===== src/rtl/rx_burst_scheduler.sv =====
// Ping-pong drain sequencer for the 16-slot receive burst buffer: tracks half occupancy,
// arbitrates writer fills against reader releases and times load/shift/burst/guard-gap strobes.
module rx_burst_scheduler #(
    parameter int BURST_BITS     = 148,
    parameter int SLOTS_PER_HALF = 8,
    parameter int GAP_SHORT      = 8,
    parameter int GAP_LONG       = 9,
    parameter int LONG_EVERY     = 4
) (
    input  logic                              ff_clk,
    input  logic                              ff_rst_n,
    input  logic                              half_wr,
    input  logic                              clr_err,
    output logic                              wr_half,
    output logic                              need_data,
    output logic [1:0]                        half_full,
    output logic                              rd_half,
    output logic [$clog2(SLOTS_PER_HALF):0]   rd_slot,
    output logic                              load,
    output logic                              shift,
    output logic                              ff_en,
    output logic                              start,
    output logic                              overrun,
    output logic                              underrun
);

    localparam int                SLOT_W         = $clog2(SLOTS_PER_HALF);
    localparam logic [SLOT_W-1:0] SLOT_LAST      = SLOT_W'(SLOTS_PER_HALF - 1);
    localparam logic [SLOT_W-1:0] LONG_MASK      = SLOT_W'(LONG_EVERY - 1);
    localparam logic [7:0]        BIT_LAST       = 8'(BURST_BITS - 1);
    localparam logic [3:0]        GAP_SHORT_LAST = 4'(GAP_SHORT - 1);
    localparam logic [3:0]        GAP_LONG_LAST  = 4'(GAP_LONG - 1);

    typedef enum logic [1:0] {
        IDLE  = 2'd0,
        LOAD  = 2'd1,
        BURST = 2'd2,
        GAP   = 2'd3
    } state_t;

    state_t            state_r;
    logic [1:0]        half_full_r;
    logic              wr_half_r;
    logic              rd_half_r;
    logic [SLOT_W-1:0] slot_r;
    logic [7:0]        bit_cnt_r;
    logic [3:0]        gap_cnt_r;
    logic              need_data_r;
    logic              load_r;
    logic              shift_r;
    logic              ff_en_r;
    logic              start_r;
    logic              overrun_r;
    logic              underrun_r;

    logic              gap_last_s;
    logic              release_s;
    logic              accept_s;
    logic              reject_s;
    logic              underrun_set_s;
    logic [1:0]        rel_mask_s;
    logic [1:0]        acc_mask_s;
    logic [1:0]        half_full_nxt_s;
    logic              wr_half_nxt_s;

    // End-of-gap detection and write/release arbitration
    always_comb begin
        gap_last_s = 1'b0;
        if (state_r == GAP) begin
            if ((slot_r & LONG_MASK) == LONG_MASK) begin
                gap_last_s = (gap_cnt_r == GAP_LONG_LAST);
            end else begin
                gap_last_s = (gap_cnt_r == GAP_SHORT_LAST);
            end
        end else begin
            gap_last_s = 1'b0;
        end
        release_s       = gap_last_s && (slot_r == SLOT_LAST);
        // A half released this cycle may be refilled in the same cycle.
        accept_s        = half_wr && (!half_full_r[wr_half_r] ||
                                      (release_s && (rd_half_r == wr_half_r)));
        reject_s        = half_wr && !accept_s;
        underrun_set_s  = release_s && !half_full_r[~rd_half_r];
        rel_mask_s      = release_s ? (2'b01 << rd_half_r) : 2'b00;
        acc_mask_s      = accept_s  ? (2'b01 << wr_half_r) : 2'b00;
        half_full_nxt_s = (half_full_r & ~rel_mask_s) | acc_mask_s;
        wr_half_nxt_s   = wr_half_r ^ accept_s;
    end

    // Half occupancy, writer pointer and sticky error flags (set beats clear)
    always_ff @(posedge ff_clk) begin
        if (!ff_rst_n) begin
            half_full_r <= 2'b00;
            wr_half_r   <= 1'b0;
            need_data_r <= 1'b1;
            overrun_r   <= 1'b0;
            underrun_r  <= 1'b0;
        end else begin
            half_full_r <= half_full_nxt_s;
            wr_half_r   <= wr_half_nxt_s;
            need_data_r <= ~half_full_nxt_s[wr_half_nxt_s];
            if (reject_s) begin
                overrun_r <= 1'b1;
            end else if (clr_err) begin
                overrun_r <= 1'b0;
            end else begin
                overrun_r <= overrun_r;
            end
            if (underrun_set_s) begin
                underrun_r <= 1'b1;
            end else if (clr_err) begin
                underrun_r <= 1'b0;
            end else begin
                underrun_r <= underrun_r;
            end
        end
    end

    // Drain FSM: strobes are registered together with the state they belong to
    always_ff @(posedge ff_clk) begin
        if (!ff_rst_n) begin
            state_r   <= IDLE;
            rd_half_r <= 1'b0;
            slot_r    <= '0;
            bit_cnt_r <= 8'd0;
            gap_cnt_r <= 4'd0;
            load_r    <= 1'b0;
            shift_r   <= 1'b0;
            ff_en_r   <= 1'b0;
            start_r   <= 1'b0;
        end else begin
            case (state_r)
                IDLE: begin
                    if (half_full_r[rd_half_r]) begin
                        state_r   <= LOAD;
                        load_r    <= 1'b1;
                        ff_en_r   <= 1'b1;
                        start_r   <= 1'b1;
                        bit_cnt_r <= 8'd1;
                    end else begin
                        state_r   <= IDLE;
                        load_r    <= 1'b0;
                        ff_en_r   <= 1'b0;
                    end
                end
                LOAD: begin
                    state_r <= BURST;
                    load_r  <= 1'b0;
                    shift_r <= 1'b1;
                    ff_en_r <= 1'b1;
                end
                BURST: begin
                    if (bit_cnt_r == BIT_LAST) begin
                        state_r   <= GAP;
                        gap_cnt_r <= 4'd0;
                        shift_r   <= 1'b0;
                        ff_en_r   <= 1'b0;
                    end else begin
                        bit_cnt_r <= bit_cnt_r + 8'd1;
                    end
                end
                GAP: begin
                    if (!gap_last_s) begin
                        gap_cnt_r <= gap_cnt_r + 4'd1;
                    end else if (slot_r != SLOT_LAST) begin
                        slot_r    <= slot_r + SLOT_W'(1);
                        state_r   <= LOAD;
                        load_r    <= 1'b1;
                        ff_en_r   <= 1'b1;
                        bit_cnt_r <= 8'd1;
                    end else begin
                        rd_half_r <= ~rd_half_r;
                        slot_r    <= '0;
                        if (half_full_r[~rd_half_r]) begin
                            state_r   <= LOAD;
                            load_r    <= 1'b1;
                            ff_en_r   <= 1'b1;
                            bit_cnt_r <= 8'd1;
                        end else begin
                            state_r   <= IDLE;
                        end
                    end
                end
                default: begin
                    state_r <= IDLE;
                    load_r  <= 1'b0;
                    shift_r <= 1'b0;
                    ff_en_r <= 1'b0;
                end
            endcase
        end
    end

    assign wr_half   = wr_half_r;
    assign need_data = need_data_r;
    assign half_full = half_full_r;
    assign rd_half   = rd_half_r;
    assign rd_slot   = {rd_half_r, slot_r};
    assign load      = load_r;
    assign shift     = shift_r;
    assign ff_en     = ff_en_r;
    assign start     = start_r;
    assign overrun   = overrun_r;
    assign underrun  = underrun_r;

endmodule


===== config.mk =====
export PLATFORM = sky130hd
export DESIGN_NAME = rx_burst_scheduler
export DESIGN_NICKNAME = d
export VERILOG_FILES = /design/src/rtl/rx_burst_scheduler.sv
export SDC_FILE = /design/constraint.sdc
export NUM_CORES = 1
export LEC_CHECK = 0
export ABC_AREA = 1
export CAP_MARGIN = 20
export CORE_MARGIN = 2
export CORE_UTILIZATION = 59
export DETAILED_ROUTE_END_ITERATION = 10
export GPL_ROUTABILITY_DRIVEN = 0
export PLACE_DENSITY = 0.84
export SYNTH_ARGS = -nofsm -noshare
export SYNTH_HDL_FRONTEND = slang
export SYNTH_SLANG_ARGS = --single-unit

===== constraint.sdc =====
create_clock -name ff_clk -period 2.7 [get_ports ff_clk]
set_clock_uncertainty 0.05 [all_clocks]
set_input_delay 0.27 -clock ff_clk [delete_from_list [all_inputs] [get_ports ff_clk]]
set_output_delay 0.27 -clock ff_clk [all_outputs]
set_load 0.02 [all_outputs]

==> impl_metrics.yaml, run 1 <==
floorplanning:
  die_x_um: 55.6
  rows: 18
  start_util_pct: 62.7
  ios: 19
  dieArea_mm2: 0.00309
  core_area_mm2: 0.00250
  die_h_um: 55.6
setup_path:
  crit_chain: "ha_1 > nor2_1 > nand3_1 > nand2_1 > nand4_1 > a21boi_0 > ha_1 > nand3_1 > nand3_1"
  crit_top_cell: "nand3_1"
  crit_required_ns: 2.89
  cp.arrival_ns: 2.13
  critPathSlowestCell: "dfxtp_1"
  path_max_fanout: 4
  reg2reg_from: "slot_r[0]"
  cp-start-kind: "flip-flop"
  max_stage_delay_ns: 0.36
  critPathLaunch: "slot_r[0]"
  endpoint_kind: "flip-flop"
  path_class: "reg2reg"
pwr:
  internal_power_uw: 782
  swShare_pct: 42.8
  p_clk_share_pct: 13.2
  seq_power_share_pct: 40.4
  peakVddDrop_mv: 0.654
  p_leak_uw: 0.000771
  switching_power_uw: 585
  p_comb_share_pct: 46.4
  power_density_mw_per_mm2: 755
  total_power_uw: 1370
final_layout:
  antennaDiodeCount: 0
  syn2layout_area_growth_pct: 15.5
  layout-drive-gt1-share_pct: 8.50
  fin_nets: 263
run_status:
  status: "completed"
sta:
  worst_pin_slew_ns: 0.322
  relSlewSlack_pct: 78.5
  period_share_pct: 71.8
  timing.fmax_mhz: 516
  finalHoldViolCount: 0
  slew_viol_final: 0
  setup_viol: 0
  layout_min_cycle_time_ns: 1.94
  hold_slack_ns: 0.422
  setup-tns-final_ns: 0
  rsz0062_at_grt: "no"
cts:
  postCtsSetupBuffers: 0
  cts_tree: "built"
  clock-root-buffer: "clkbuf_4"
  cts_buffers: 3
  cts_resized: 0
  ctsHoldBuffers: 0
  clk_pin_slew_ns: 0.15
  htreeDepth: 1
  cts.sinks: 28
  clk_path_buf_depth: 2
  clock_latency_ns: 0.34
placement:
  dp_hpwl_mm: 2.37
  numPortBuffers: 18
synthesis:
  synthCells: 227
  synth_cell_type_count: 31
  synth_seq_cells: 28
  ys_seq_area_share_pct: 35.8
  synthesis.area_mm2: 0.00157
  synth_nets: 241
  synth.avg_cell_area_um2: 6.91
  yosysWarnings: 0
drt:
  dr.pass1.iters: 4
  vias: 1497
  vias_per_cell: 5.40
  drc: 0
  antenna_left: 0
  drtIter0Drc: 74
  totalWireLength_mm: 3.22
  wl_per_cell_um: 11.6
global_route:
  antenna_found_initial: 0
  gr-total-overflow: 0
  grt_pass1_vias: 1320
  grt_pass1_wl_mm: 5.53
  grt_max_degree: 15
  grtUsageTotal_pct: 21.7
hold_path:
  worstHoldPathType: "reg2reg"
  min_from: "overrun"
run:
  maxCapViolations: 0
power by group through the flow:
stage          combinational [µW]  clock [µW]  sequential, µW
6_report                      634         181             552
2_1_floorplan                 420           0             589
3_3_place_gp                  617           0             560
4_1_cts                       634         179             552
5_1_grt                       709         188             565
3_5_place_dp                  630           0             562
worst max-delay path: cells and delay by family, from the launching register on:
family / cells / cell delay (ns)
adder cells (fa/ha/maj): 2 / 0.54
AND/OR/NAND/NOR: 6 / 0.63
AO/OA/AOI/OAI: 1 / 0.26
flip-flops: 1 / 0.36
metrics by stage:
step / instance area (µm²) / util [%] / std cells / worst slack, ns
floorplan: 1570 / - / 227 / 0.804
global placement: 1790 / 71.5 / 274 / 0.806
detailed placement: 1790 / 71.5 / 274 / 0.770
CTS: 1810 / 72.4 / 277 / 0.755
global route: 1810 / 72.4 / 277 / 0.547
finish: 1810 / 72.4 / 277 / 0.762
placed cells by master, fill, tap and decap left out, drive strengths merged:
| cell | n |
|---|---|
| a21oi | 19 |
| clkdlybuf4s50 | 18 |
| o21a | 1 |
| nand4 | 5 |
| o21ai | 10 |
| nand3 | 16 |
| a31oi | 1 |
| xor2 | 2 |
| nand2 | 61 |
| a31o | 1 |
| a21boi | 1 |
| clkbuf | 3 |
| a22oi | 1 |
| nor2 | 32 |
| ha | 10 |
| nor3 | 5 |
| or2 | 1 |
| nand3b | 1 |
| clkinv | 3 |
| xnor2 | 2 |
| inv | 22 |
| buf | 3 |
| dfxtp | 28 |
| o211a | 1 |
sequential cells by signal (all words and copies together), names as in the netlist:
name / flops
start: 1
load: 1
gap_cnt_r: 4
ff_en: 1
slot_r: 3
underrun: 1
overrun: 1
half_full: 2
bit_cnt_r: 8
wr_half: 1
shift: 1
state_r: 2
rd_half: 1
need_data: 1
Yosys cell counts, drive strengths merged:
| master | number | share of area [%] |
|---|---|---|
| nand2 | 61 | 15 |
| nor2 | 32 | 8.5 |
| dfxtp | 28 | 36 |
| inv | 22 | 5.3 |
| a21oi | 19 | 6.1 |
| nand3 | 16 | 6.4 |
| ha | 10 | 8.0 |
| o21ai | 10 | 3.2 |
| nand4 | 5 | 2.4 |
| nor3 | 5 | 1.6 |
| clkinv | 3 | 0.72 |
| buf | 2 | 0.80 |
| clkbuf | 2 | 0.48 |
| xnor2 | 2 | 1.1 |
| xor2 | 2 | 1.1 |
| a21boi | 1 | 0.48 |
| a22oi | 1 | 0.48 |
| a31o | 1 | 0.56 |
| a31oi | 1 | 0.40 |
| nand3b | 1 | 0.48 |
| o211a | 1 | 0.64 |
| o21a | 1 | 0.48 |
| or2 | 1 | 0.40 |
cell families after synthesis:
logic type	share of synthesized area (%)
DFF	35.8
adders and majority gates	7.98
xor gates and xnor gates	2.24
buffers and inverters	7.26
AOI/OAI and AO/OA	12.3
and+or+nand+nor	34.5
cell type report:
| class | count | area (µm²) |
|---|---|---|
| Fill cell | 202 | 689 |
| Sequential cell | 28 | 561 |
| Tap cell | 30 | 37.5 |
| Clock buffer | 3 | 22.5 |
| Timing Repair Buffer | 21 | 203 |
| Multi-Input combinational cell | 170 | 893 |
| Inverter | 25 | 93.8 |
final timing paths:
| check | to | slack (ns) | depth (start not counted) |
|---|---|---|---|
| max | need_data | 0.76 | 9 |
| min | overrun | 0.42 | 2 |
| max reg2reg | need_data | 0.76 | 9 |
| min reg2reg | overrun | 0.42 | 2 |
layer usage:
layer | vias up | GRT usage [%] | wire length (µm)
li1 | 774 | - | -
met1 | 685 | 29.6 | 1510
met3 | 3 | 2.11 | 170
met5 | - | 0 | 0
met4 | 0 | 8.36 | 27
met2 | 35 | 35.2 | 1510
Note: power is estimated with default switching activity, not from simulation.
==> run 2, diff against run 1 <==
--- a/config.mk
+++ b/config.mk
@@ -8,10 +8,10 @@
 export ABC_AREA = 1
 export CAP_MARGIN = 20
 export CORE_MARGIN = 2
-export CORE_UTILIZATION = 59
+export CORE_UTILIZATION = 49
 export DETAILED_ROUTE_END_ITERATION = 10
 export GPL_ROUTABILITY_DRIVEN = 0
-export PLACE_DENSITY = 0.84
+export PLACE_DENSITY = 0.74
 export SYNTH_ARGS = -nofsm -noshare
 export SYNTH_HDL_FRONTEND = slang
 export SYNTH_SLANG_ARGS = --single-unit
==> constraint.sdc (replaced) <==
create_clock -name ff_clk -period 1.7 [get_ports ff_clk]
set_clock_uncertainty 0.05 [all_clocks]
set_input_delay 0.17 -clock ff_clk [delete_from_list [all_inputs] [get_ports ff_clk]]
set_output_delay 0.17 -clock ff_clk [all_outputs]
set_load 0.02 [all_outputs]
==> run 2 against run 1 <==
Net effect: via count up 0.60%; total power grew 76%; largest cell class unchanged; combinational power up 69%; count of clock-buffer cells in the layout is the same; register-to-register slack got worse by 0.77 ns; global-route usage increased by 0.099 points; core utilization is 6.9 points lower; sequential power grew 59%; the flow now finishes with violations (setup timing).
==> impl_metrics.yaml, run 2 (same netlist as run 1, synthesis figures left out) <==
final_layout:
  fillCellCount: 295
  antennaDiodeCount: 0
  top_register: "bit_cnt_r"
  largest_reg_flops: 8
  syn2layout_area_growth_pct: 27.5
  final_cell_mix: "57 x nand2_1, 28 x nor2_1, 22 x dfxtp_1"
  final_cell_area_mm2: 0.00200
  layout-drive-gt1-share_pct: 20.1
  top_regs: "bit_cnt_r x8, gap_cnt_r x4, slot_r x3"
  final_common_cell: "nand2_1"
  fin_nets: 269
  multi_input_area_um2: 976
  regArea_um2: 571
setup_path:
  critPathSlowestCell: "dfxtp_4"
  reg2reg_from: "slot_r[0]"
  reg2reg_to: "need_data"
  max_stage_delay_ns: 0.39
  endpoint_kind: "flip-flop"
  crit_chain: "ha_4 > nor2_4 > nand3_2 > nand2_2 > nand4_1 > a21boi_2 > ha_4 > nand3_2 > nand3_2"
  path_class: "reg2reg"
  cp.arrival_ns: 1.91
  ff2ff_path_depth: 9
  reg2reg_slack_ns: -0.01
  crit_top_cell: "nand3_2"
  crit_required_ns: 1.90
  cp-start-kind: "flip-flop"
  path_max_fanout: 4
drt:
  totalWireLength_mm: 3.55
  wl_per_cell_um: 11.9
  drc: 0
  vias: 1506
  antenna_left: 0
  vias_per_cell: 5.05
  dr.pass1.iters: 4
  drtIter0Drc: 71
global_route:
  grt_max_degree: 17
  antenna_found_initial: 0
  grtUsageTotal_pct: 21.8
  gr-total-overflow: 0
  grt_pass1_vias: 1446
  grt_pass1_wl_mm: 6.11
sta:
  setup_viol: 1
  period_share_pct: 101
  worst_pin_slew_ns: 0.288
  rsz0062_at_grt: "yes"
  hold_slack_ns: 0.388
  relSlewSlack_pct: 80.7
  timing.fmax_mhz: 584
  layout_min_cycle_time_ns: 1.71
  fin_ws_ns: -0.0133
  slew_viol_final: 0
  finalHoldViolCount: 0
cts:
  cts_tree: "built"
  clk_pin_slew_ns: 0.16
  clock_latency_ns: 0.34
  cts.sinks: 28
  htreeDepth: 1
  postCtsSetupBuffers: 0
  clock-root-buffer: "clkbuf_4"
  clk_path_buf_depth: 2
  cts_buffers: 3
  ctsHoldBuffers: 0
hold_path:
  min_from: "half_wr"
  holdPathEnd: "overrun"
  worstHoldPathType: "in2reg"
  hold_depth: 3
run_status:
  violations: "setup timing"
  status: "finished, violations left"
floorplanning:
  ios: 19
  dieArea_mm2: 0.00367
  start_util_pct: 51.4
  die_h_um: 60.6
  core_area_mm2: 0.00305
  rows: 20
  die_x_um: 60.6
pwr:
  p_leak_uw: 0.000861
  seq_power_share_pct: 36.5
  power_density_mw_per_mm2: 1200
  swShare_pct: 40.3
  peakVddDrop_mv: 0.925
  p_comb_share_pct: 44.8
  p_clk_share_pct: 18.7
  internal_power_uw: 1430
  switching_power_uw: 967
  total_power_uw: 2400
placement:
  pre_cts_ws_ns: -0.0282
  post_dp_cell_area_mm2: 0.00187
  numPortBuffers: 18
  dp_hpwl_mm: 2.57
run:
  maxCapViolations: 0
-- run 2: worst max path at each step --
stage / cells after the start / endpoint / slack (ns) / start
final: 9 / need_data / -0.01 / slot_r[0]
after global routing: 9 / half_full[1] / -0.13 / slot_r[0]
after CTS: 10 / need_data / 0.003 / slot_r[0]
after detailed placement: 9 / need_data / -0.03 / slot_r[0]
after global placement: 9 / need_data / 0.04 / slot_r[0]
after floorplan: 9 / need_data / 0.01 / slot_r[0]
-- run 2: worst max-delay path: cells and delay by family, from the launching register on --
family / cells / cell delay, ns
AND/OR/NAND/NOR: 6 / 0.51
adder cells (fa/ha/maj): 2 / 0.42
flip-flops: 1 / 0.39
AO/OA/AOI/OAI: 1 / 0.24
-- run 2: repair_timing --
item | 4_1_cts | 5_1_grt
gates resized for setup | 5 | 20
setup endpoints to repair | 4 | 20
pin swaps | 1 | 10
-- run 2: area by class of cell --
| cell class | instances | share of cell area [%] |
|---|---|---|
| well taps | 44 | 2.75 |
| clock inverters | 1 | 1.50 |
| multi-input cells | 170 | 48.8 |
| repair buffers | 27 | 12.5 |
| clock buffers | 3 | 1.13 |
| inverters | 25 | 4.76 |
| flip-flops and latches | 28 | 28.5 |
-- run 2: metrics by stage --
| stage | cells | utilization [%] | TNS, ns |
|---|---|---|---|
| global route | 298 | 65.5 | -0.757 |
| global placement | 294 | 61.4 | 0 |
| floorplan | 227 | - | 0 |
| detailed placement | 294 | 61.4 | -0.0282 |
| finish | 298 | 65.5 | -0.0133 |
| CTS | 298 | 63.2 | 0 |
-- run 2: power by group through the flow --
stage | combinational [µW] | clock, µW | sequential, µW
6_report | 1070 | 450 | 875
5_1_grt | 1230 | 478 | 889
4_1_cts | 1040 | 458 | 868
3_5_place_dp | 1030 | 0 | 881
3_3_place_gp | 1020 | 0 | 884
2_1_floorplan | 667 | 0 | 934
-- run 2: routing by layer --
metal | GRT usage (%) | vias up | wire length, µm
met4 | 6.21 | 0 | 25
met2 | 36.9 | 25 | 1720
met1 | 28.0 | 688 | 1640
met5 | 0 | - | 0
li1 | - | 789 | -
met3 | 4.69 | 4 | 163
